==> src/rtl/dev_intc.sv <==
// dev_intc: memory-mapped interrupt controller for the CPU I/O bus.
//
// Rising edges on the device event lines are latched into pending bits. The
// pending bits are gated by an enable mask. The lowest-numbered active source
// is offered to the CPU through a single registered IRQ line. Only one
// interrupt is in service at a time: a claim read takes it, and an EOI write
// that echoes the claimed ID releases it.
//
// Ports:
//   CLK       system clock; all state changes on the rising edge
//   RESET     asynchronous, active-high reset
//   ABUS      bus address (each access is held for exactly one cycle)
//   DBUS_IN   write data
//   DBUS_OUT  combinational read data; zero unless a read hits a register
//   WE        1 = write, 0 = read
//   IRQ_SRC   device event lines, synchronous to CLK (bit 0 = timer)
//   IRQ       registered interrupt request to the CPU
module dev_intc #(
  parameter int               DBITS     = 32,
  parameter int               NSRC      = 4,
  parameter logic [DBITS-1:0] PENDADDR  = 32'hF0000100,
  parameter logic [DBITS-1:0] ENADDR    = 32'hF0000104,
  parameter logic [DBITS-1:0] CLAIMADDR = 32'hF0000108,
  parameter logic [DBITS-1:0] EOIADDR   = 32'hF000010C
) (
  input  logic             CLK,
  input  logic             RESET,
  input  logic [DBITS-1:0] ABUS,
  input  logic [DBITS-1:0] DBUS_IN,
  output logic [DBITS-1:0] DBUS_OUT,
  input  logic             WE,
  input  logic [NSRC-1:0]  IRQ_SRC,
  output logic             IRQ
);

  // ID 0 means "no source", so IDs need room for the values 0..NSRC.
  localparam int IDW = $clog2(NSRC + 1);

  typedef enum logic [1:0] {
    ST_IDLE,
    ST_ARMED,
    ST_INSVC
  } state_e;

  state_e          state_q, state_d;
  logic [NSRC-1:0] pend_q, pend_d;
  logic [NSRC-1:0] en_q, en_d;
  logic [NSRC-1:0] prev_q;
  logic [IDW-1:0]  insvc_q, insvc_d;
  logic            irq_q;

  logic [NSRC-1:0] src_edge;
  logic [NSRC-1:0] active;
  logic [NSRC-1:0] sel_onehot;
  logic [IDW-1:0]  sel_id;
  logic            claim_rd, pend_wr, en_wr, eoi_wr;
  logic            claim_take;
  logic [NSRC-1:0] clr_mask;

  // Bus decode.
  assign claim_rd = !WE && (ABUS == CLAIMADDR);
  assign pend_wr  =  WE && (ABUS == PENDADDR);
  assign en_wr    =  WE && (ABUS == ENADDR);
  assign eoi_wr   =  WE && (ABUS == EOIADDR);

  // prev_q resets to 0, so a line already high when reset is released
  // still produces exactly one event.
  assign src_edge = IRQ_SRC & ~prev_q;
  assign active   = pend_q & en_q;

  // Lowest index wins. The loop runs downwards so the last hit is the lowest.
  always_comb begin
    // NOTE: every always_comb output gets a default first so that no path
    // leaves it unassigned, which would infer a latch.
    sel_onehot = '0;
    sel_id     = '0;
    for (int i = NSRC - 1; i >= 0; i--) begin
      if (active[i]) begin
        sel_onehot    = '0;
        sel_onehot[i] = 1'b1;
        sel_id        = IDW'(i + 1);
      end
    end
  end

  // Claim/EOI handshake.
  always_comb begin
    state_d    = state_q;
    insvc_d    = insvc_q;
    claim_take = 1'b0;
    case (state_q)
      ST_IDLE: begin
        if (|active) state_d = ST_ARMED;
      end
      ST_ARMED: begin
        if (claim_rd) begin
          if (|active) begin
            claim_take = 1'b1;
            insvc_d    = sel_id;
            state_d    = ST_INSVC;
          end else begin
            // The source was withdrawn under us: this claim returns 0.
            state_d = ST_IDLE;
          end
        end else if (!(|active)) begin
          state_d = ST_IDLE;
        end
      end
      ST_INSVC: begin
        // Only an EOI that echoes the in-service ID releases it.
        if (eoi_wr && (DBUS_IN == DBITS'(insvc_q))) begin
          insvc_d = '0;
          state_d = ST_IDLE;
        end
      end
      default: state_d = ST_IDLE;
    endcase
  end

  // Clears are applied before the edge OR, so a new edge wins over a
  // clear that lands in the same cycle.
  assign clr_mask = (pend_wr    ? DBUS_IN[NSRC-1:0] : '0)
                  | (claim_take ? sel_onehot        : '0);
  assign pend_d   = (pend_q & ~clr_mask) | src_edge;
  assign en_d     = en_wr ? DBUS_IN[NSRC-1:0] : en_q;

  always_ff @(posedge CLK or posedge RESET) begin
    if (RESET) begin
      state_q <= ST_IDLE;
      pend_q  <= '0;
      en_q    <= '0;
      prev_q  <= '0;
      insvc_q <= '0;
      irq_q   <= 1'b0;
    end else begin
      // NOTE: sequential state uses non-blocking assignments so every
      // register samples the pre-edge values, independent of statement order.
      state_q <= state_d;
      pend_q  <= pend_d;
      en_q    <= en_d;
      prev_q  <= IRQ_SRC;
      insvc_q <= insvc_d;
      // Register the next state so that IRQ mirrors ARMED on the same cycle.
      irq_q   <= (state_d == ST_ARMED);
    end
  end

  assign IRQ = irq_q;

  // Read mux. Register values are zero-extended.
  always_comb begin
    DBUS_OUT = '0;
    if (!WE) begin
      if (ABUS == PENDADDR) begin
        DBUS_OUT[NSRC-1:0] = pend_q;
      end else if (ABUS == ENADDR) begin
        DBUS_OUT[NSRC-1:0] = en_q;
      end else if (ABUS == CLAIMADDR) begin
        if (state_q == ST_ARMED) DBUS_OUT[IDW-1:0] = sel_id;
      end else if (ABUS == EOIADDR) begin
        DBUS_OUT[IDW-1:0] = insvc_q;
      end
    end
  end

endmodule

==> config.mk <==
export PLATFORM = sky130hd
export DESIGN_NAME = dev_intc
export DESIGN_NICKNAME = d
export VERILOG_FILES = /design/src/rtl/dev_intc.sv
export SDC_FILE = /design/constraint.sdc
export NUM_CORES = 1
export LEC_CHECK = 0
export BUFFER_PORTS_ARGS = -buffer_cell sky130_fd_sc_hd__buf_2
export CORE_MARGIN = 5
export CORE_UTILIZATION = 30
export DETAILED_ROUTE_END_ITERATION = 10
export PLACE_DENSITY = 0.73
export RECOVER_POWER = 50
export SLEW_MARGIN = 15
export SYNTH_ARGS = -nofsm -noshare
export SYNTH_HDL_FRONTEND = slang
export SYNTH_SLANG_ARGS = --single-unit
==> constraint.sdc <==
create_clock -name CLK -period 3.28 [get_ports CLK]
set_input_delay 0 -clock CLK [delete_from_list [all_inputs] [get_ports CLK]]
set_output_delay 0 -clock CLK [all_outputs]
set_load 0.05 [all_outputs]
# == Word level (Yosys, flattened, before mapping) ==
# Index checks and enable logic that the tools add are counted.
# classes
eq_ne,11
n_mux,30
bitwise_logic,7
reduce_logical,10
# op_table
operator,count
equality test 32 bit (second input constant),4
two-way mux 3 bit,11
equality test 32 x 3 -> 1 bit,1
two-way mux 4 bit,8
bitwise AND 4 bit,3
two-way mux 2 bit,5
inverter 4 bit,2
bitwise OR 4 bit,2
!= test 2 bit (second input constant),3
one-hot mux 2 bit (3 select lines),1
one-hot mux 3 bit (2 select lines),1
logical AND 1 bit,5
equality test 2 x 1 -> 1 bit (second input constant),2
two-way mux 1 bit,4
AND reduction 4 bit,1
OR reduction 4 bit,1
equality test 2 bit (second input constant),1
logical NOT 2 bit,1
nonzero test 2 bit,1
logical NOT 1 bit,1
# word_totals
reg_bits,18
inputBits,71
out_inout_bits,33
elab_cells,64

# == Logic depth before layout (Yosys ltp) ==
# logic_depth
ltp_word,10
depth_mapped,7
ltp_nobuf,5

# == Least setup slack after synthesis ==
# Ideal clock, no wire load.
# synth_timing
kind,flip-flop to output port
start,register en_q[1]
end,output DBUS_OUT[2]
arrival_time_ps,2138
t_required_ps,3280
slack_ps,1142
stages_incl_launch_ff,6
n_path_buf,0
cell_sequence,dfrtp_1 -> a22oi_1 -> nand2_1 -> nor2_1 -> a21oi_1 -> a211oi_1
# synth_via
elab_chain_len,8
# synth_rtl
element,line_no,text
"start, declared",47,"logic [NSRC-1:0] en_q, en_d;"
"start signal, assigned",140,en_q <= en_d;
bitwise AND 4 bit,69,assign active = pend_q & en_q;
two-way mux 3 bit (2 in a row),78,if (active[i]) begin
two-way mux 3 bit,159,if (state_q == ST_ARMED) DBUS_OUT[IDW-1:0] = sel_id;
two-way mux 3 bit,158,end else if (ABUS == CLAIMADDR) begin
two-way mux 3 bit,156,end else if (ABUS == ENADDR) begin
two-way mux 4 bit,154,if (ABUS == PENDADDR) begin
two-way mux 4 bit,153,if (!WE) begin
"end, declared",30,"output logic [DBITS-1:0] DBUS_OUT,"
# Every way passes these cells.

# == Worst setup path after layout ==
# layout_timing
start,register pend_q[3]
end,register pend_q[3]
# layout_via
elab_chain_len,10
elab_cells_between_ends,14
classes_between,mux: 8; bitwise: 5; reduce/logical: 1
# layout_rtl
element,line_no,text
"start, declared",46,"logic [NSRC-1:0] pend_q, pend_d;"
"start signal, assigned",139,pend_q <= pend_d;
bitwise AND 4 bit,69,
OR reduction 4 bit or two-way mux 4 bit (tied branches),"97, 78",
two-way mux 1 bit or two-way mux 4 bit (tied branches),"97, 78",
two-way mux 1 bit or two-way mux 4 bit (tied branches),"96, 78",
two-way mux 1 bit or two-way mux 4 bit (tied branches),"91, 78",
two-way mux 4 bit,123,| (claim_take ? sel_onehot : '0);
bitwise OR 4 bit,123,
inverter 4 bit,124,assign pend_d = (pend_q & ~clr_mask) | src_edge;
bitwise AND 4 bit *,124,
bitwise OR 4 bit *,124,
via pend_d[3],46,
# The timed path passes the listed nets; every way through them passes the cells marked *.
# A chain may end at the register's enable or synchronous reset.

==> key figures <==
Run status
  – Outcome: complete, no violations

Clocking
  – CTS buffer count: 3
  – Reg clk slew, reported paths: 0.07 ns
  – Clock Sink Count: 18
  – Post-CTS resize count: 0
  – Maximum clock path buffer count: 2
  – Clock latency on the worst-skew pair: 0.26 ns
  – CTS root buffer: clkbuf_8
  – CTS tree: built
  – H-tree depth: 1

Min path
  – Min-delay src: DBUS_IN[1]
  – Hold path cells: 2
  – Hold Path Class: in2reg
  – Hold worst-path end: en_q[1]

Cells and area
  – Post-route cell area: 0.00180 sq mm
  – Nets@finish: 307
  – Most frequent cells in the layout: buf_2 (71), conb_1 (28), dfrtp_1 (18), nand2_1 (15), nor2_1 (12)
  – Final core occ: 40.6%
  – Share of layout cells above drive strength 1: 39.1%
  – Layout Cells excl Fill: 287
  – Area Growth Syn to Fin: 28.9%
  – Most common cell after layout, fill and taps aside: buf_2
  – N_diodes: 0

Detailed routing
  – DR WL/cell: 13.6 microns
  – Routed vias/inst: 4.70
  – Pre-Repair DR Iteration Count: 4
  – DRT Wirelength: 3890 microns
  – # DRC: 0
  – Antenna Violating Nets Remaining: 0
  – Initial drt markers: 81
  – Vias: 1,349

Timing
  – Hold slack: 0.0284 ns
  – Final count of pins violating max slew: 0
  – Slew headroom: 54.2%
  – Setup tns final: 0 ns
  – Fmax: 524 MHz
  – Final clock skew: 0.00245 ns
  – Final setup fails: 0
  – Hold violation total from the final report: 0
  – Slew @ Worst Pin: 0.686 ns
  – Period utilisation layout: 58.2%
  – Post-route setup slack: 1.37 ns
  – Minimum clock period: 1.91 ns
  – RSZ-0062 raised after global routing: no

Synthesis
  – Top-area cell type share of the netlist area: 32.2%
  – Top post-synthesis cells by area: dfrtp_1 (32%), buf_4 (15%), nand2_1 (4.0%), nor4_1 (4.0%), mux2_2 (3.2%)
  – Post-synth EDFFs: 0
  – Ys flop type: dfrtp_1
  – Post-synthesis compound-gate area fraction: 11.4%
  – YS warnings: 0
  – Simple-Gate Fraction of Synth Area: 30.9%
  – Adder-Cell Fraction of Synth Area: 0%
  – XOR/XNOR Fraction of Synth Area: 1.88%
  – Cells after Synth: 155
  – Main combinational cell family by area after synthesis: simple AND/OR/NAND/NOR gates
  – Mapped cell area: 0.00140 sq mm
  – Sequential share of the synthesized area: 32.2%
  – Yosys reg bits: 18
  – Post-synthesis mux area share: 3.94%
  – Cell variety after synth: 42
  – Synthesized area per cell: 9.02 sq um
  – Yosys top cell by area: dfrtp_1
  – Async SR Flop Fraction: 100%

Die
  – Initial core utilization: 31.5%
  – Die X: 78.3 microns
  – Core area: 0.00444 sq mm
  – Die Area: 0.00613 sq mm
  – FP Rows: 24
  – Die Span Y: 78.3 microns
  – Io pins: 104

Global route
  – Initial antenna violation count: 0
  – Vias in the first global route: 1,381
  – GRT overflow: 0
  – GRT Overall Usage: 12.6%
  – First-pass GRT wire length: 6210 microns
  – Largest net degree at the start of global routing: 19

Critical path
  – Reg2reg end: pend_q[3]
  – WP buf/inv: 0
  – Crit-path max FO: 7
  – Slowest library cell on the worst path: or4_1
  – Req. time, crit path: 3.42 ns
  – Largest delay contributor family on the critical path: simple AND/OR/NAND/NOR gates
  – Critical Path End Type: flop
  – CP cell instances: nand2_1 > a31o_2 > or4_1 > nor3_4 > o22ai_1
  – Worst reg2reg path depth: 5
  – Reg2Reg Launch Point: pend_q[3]
  – Max stage delay on crit path: 0.65 ns
  – Worst Path Arrival: 2.05 ns
  – Reg2reg setup slack: 1.37 ns
  – Critical path type: reg2reg
  – Critical path startpoint category: flop

Run
  – # Max-Cap Violations: 0

Power
  – Pwr dens: 308 mW/mm^2
  – Peak supply drop: 89.8 uV
  – Total power: 0.554 mW
  – Lkg Pwr: 0.914 nW

Placed design
  – Placed inst area: 0.00170 sq mm
  – Setup WS pre-CTS: 1.43 ns
  – Routability cong.: 0.932
  – Placed Cells: 278
  – IO Port Bufs: 75
  – Hpwl dp: 3260 microns
-- power breakdown --
group	internal (mW)	switching [mW]	total, mW
sequential	0.224	0.000644	0.225
clock	0.107	0.0763	0.183
combinational	0.0419	0.104	0.146
-- layout make-up --
cell class / instances / area [sq um]
fillers: 456 / 2640
clock buffers: 4 / 55.1
multi-input cells: 124 / 778
inverters: 9 / 33.8
repair buffers: 80 / 420
flip-flops and latches: 18 / 450
well taps: 52 / 65.1
-- cells by family after synthesis --
| kind of cell | Yosys count |
|---|---|
| AO/OA/AOI/OAI | 21 |
| AND/OR/NAND/NOR | 67 |
| flip-flops | 18 |
| XOR/XNOR | 3 |
| buffers and inverters | 40 |
| multiplexers | 5 |
| other | 1 |
-- cells in the mapped netlist, types with 2 or more instances --
library cell / instances
nor3_1: 3
nand2b_1: 2
a31o_1: 3
inv_1: 9
xnor2_1: 3
a32o_1: 2
nand3_1: 4
buf_4: 28
nand4_1: 5
nor4b_2: 3
nor4_1: 9
nor2_1: 12
a21oi_1: 4
a211oi_1: 2
buf_6: 2
nor4_2: 2
mux2_2: 4
dfrtp_1: 18
o22ai_1: 2
nand2_1: 15
nand4_2: 2
-- routing by layer --
layer	vias to the layer above	track usage (%)	share of wire, %
li1	663	-	-
met1	607	13.8	38
met2	70	21.8	49
met3	9	4.35	11
met4	0	6.29	2.3
met5	-	0	0
-- sequential cells by signal, summed over array words and instances, names as in the netlist --
signal / cells
IRQ: 1
en_q: 4
insvc_q: 3
pend_q: 4
prev_q: 4
state_q: 2
-- worst register-to-register path: stages, from the launching register on --
cell	delay, ns
dfrtp_1	0.38
nand2_1	0.15
a31o_2	0.30
or4_1	0.65
nor3_4	0.21
o22ai_1	0.10
-- worst max-delay path by stage --
stage	startpoint	to	slack, ns	cells past startpoint
finish	pend_q[3]	pend_q[3]	1.37	5
global route	pend_q[3]	pend_q[2]	1.24	5
CTS	pend_q[3]	pend_q[3]	1.40	5
detailed placement	en_q[1]	pend_q[3]	1.43	5
global placement	en_q[1]	pend_q[3]	1.45	5
floorplan	en_q[1]	DBUS_OUT[2]	1.14	5
-- what timing repair did --
item	CTS	global route
hold buffers	5	0
setup buffers	0	0
endpoints found under the hold margin	25	0
Note: power is estimated with default switching activity, not from simulation.
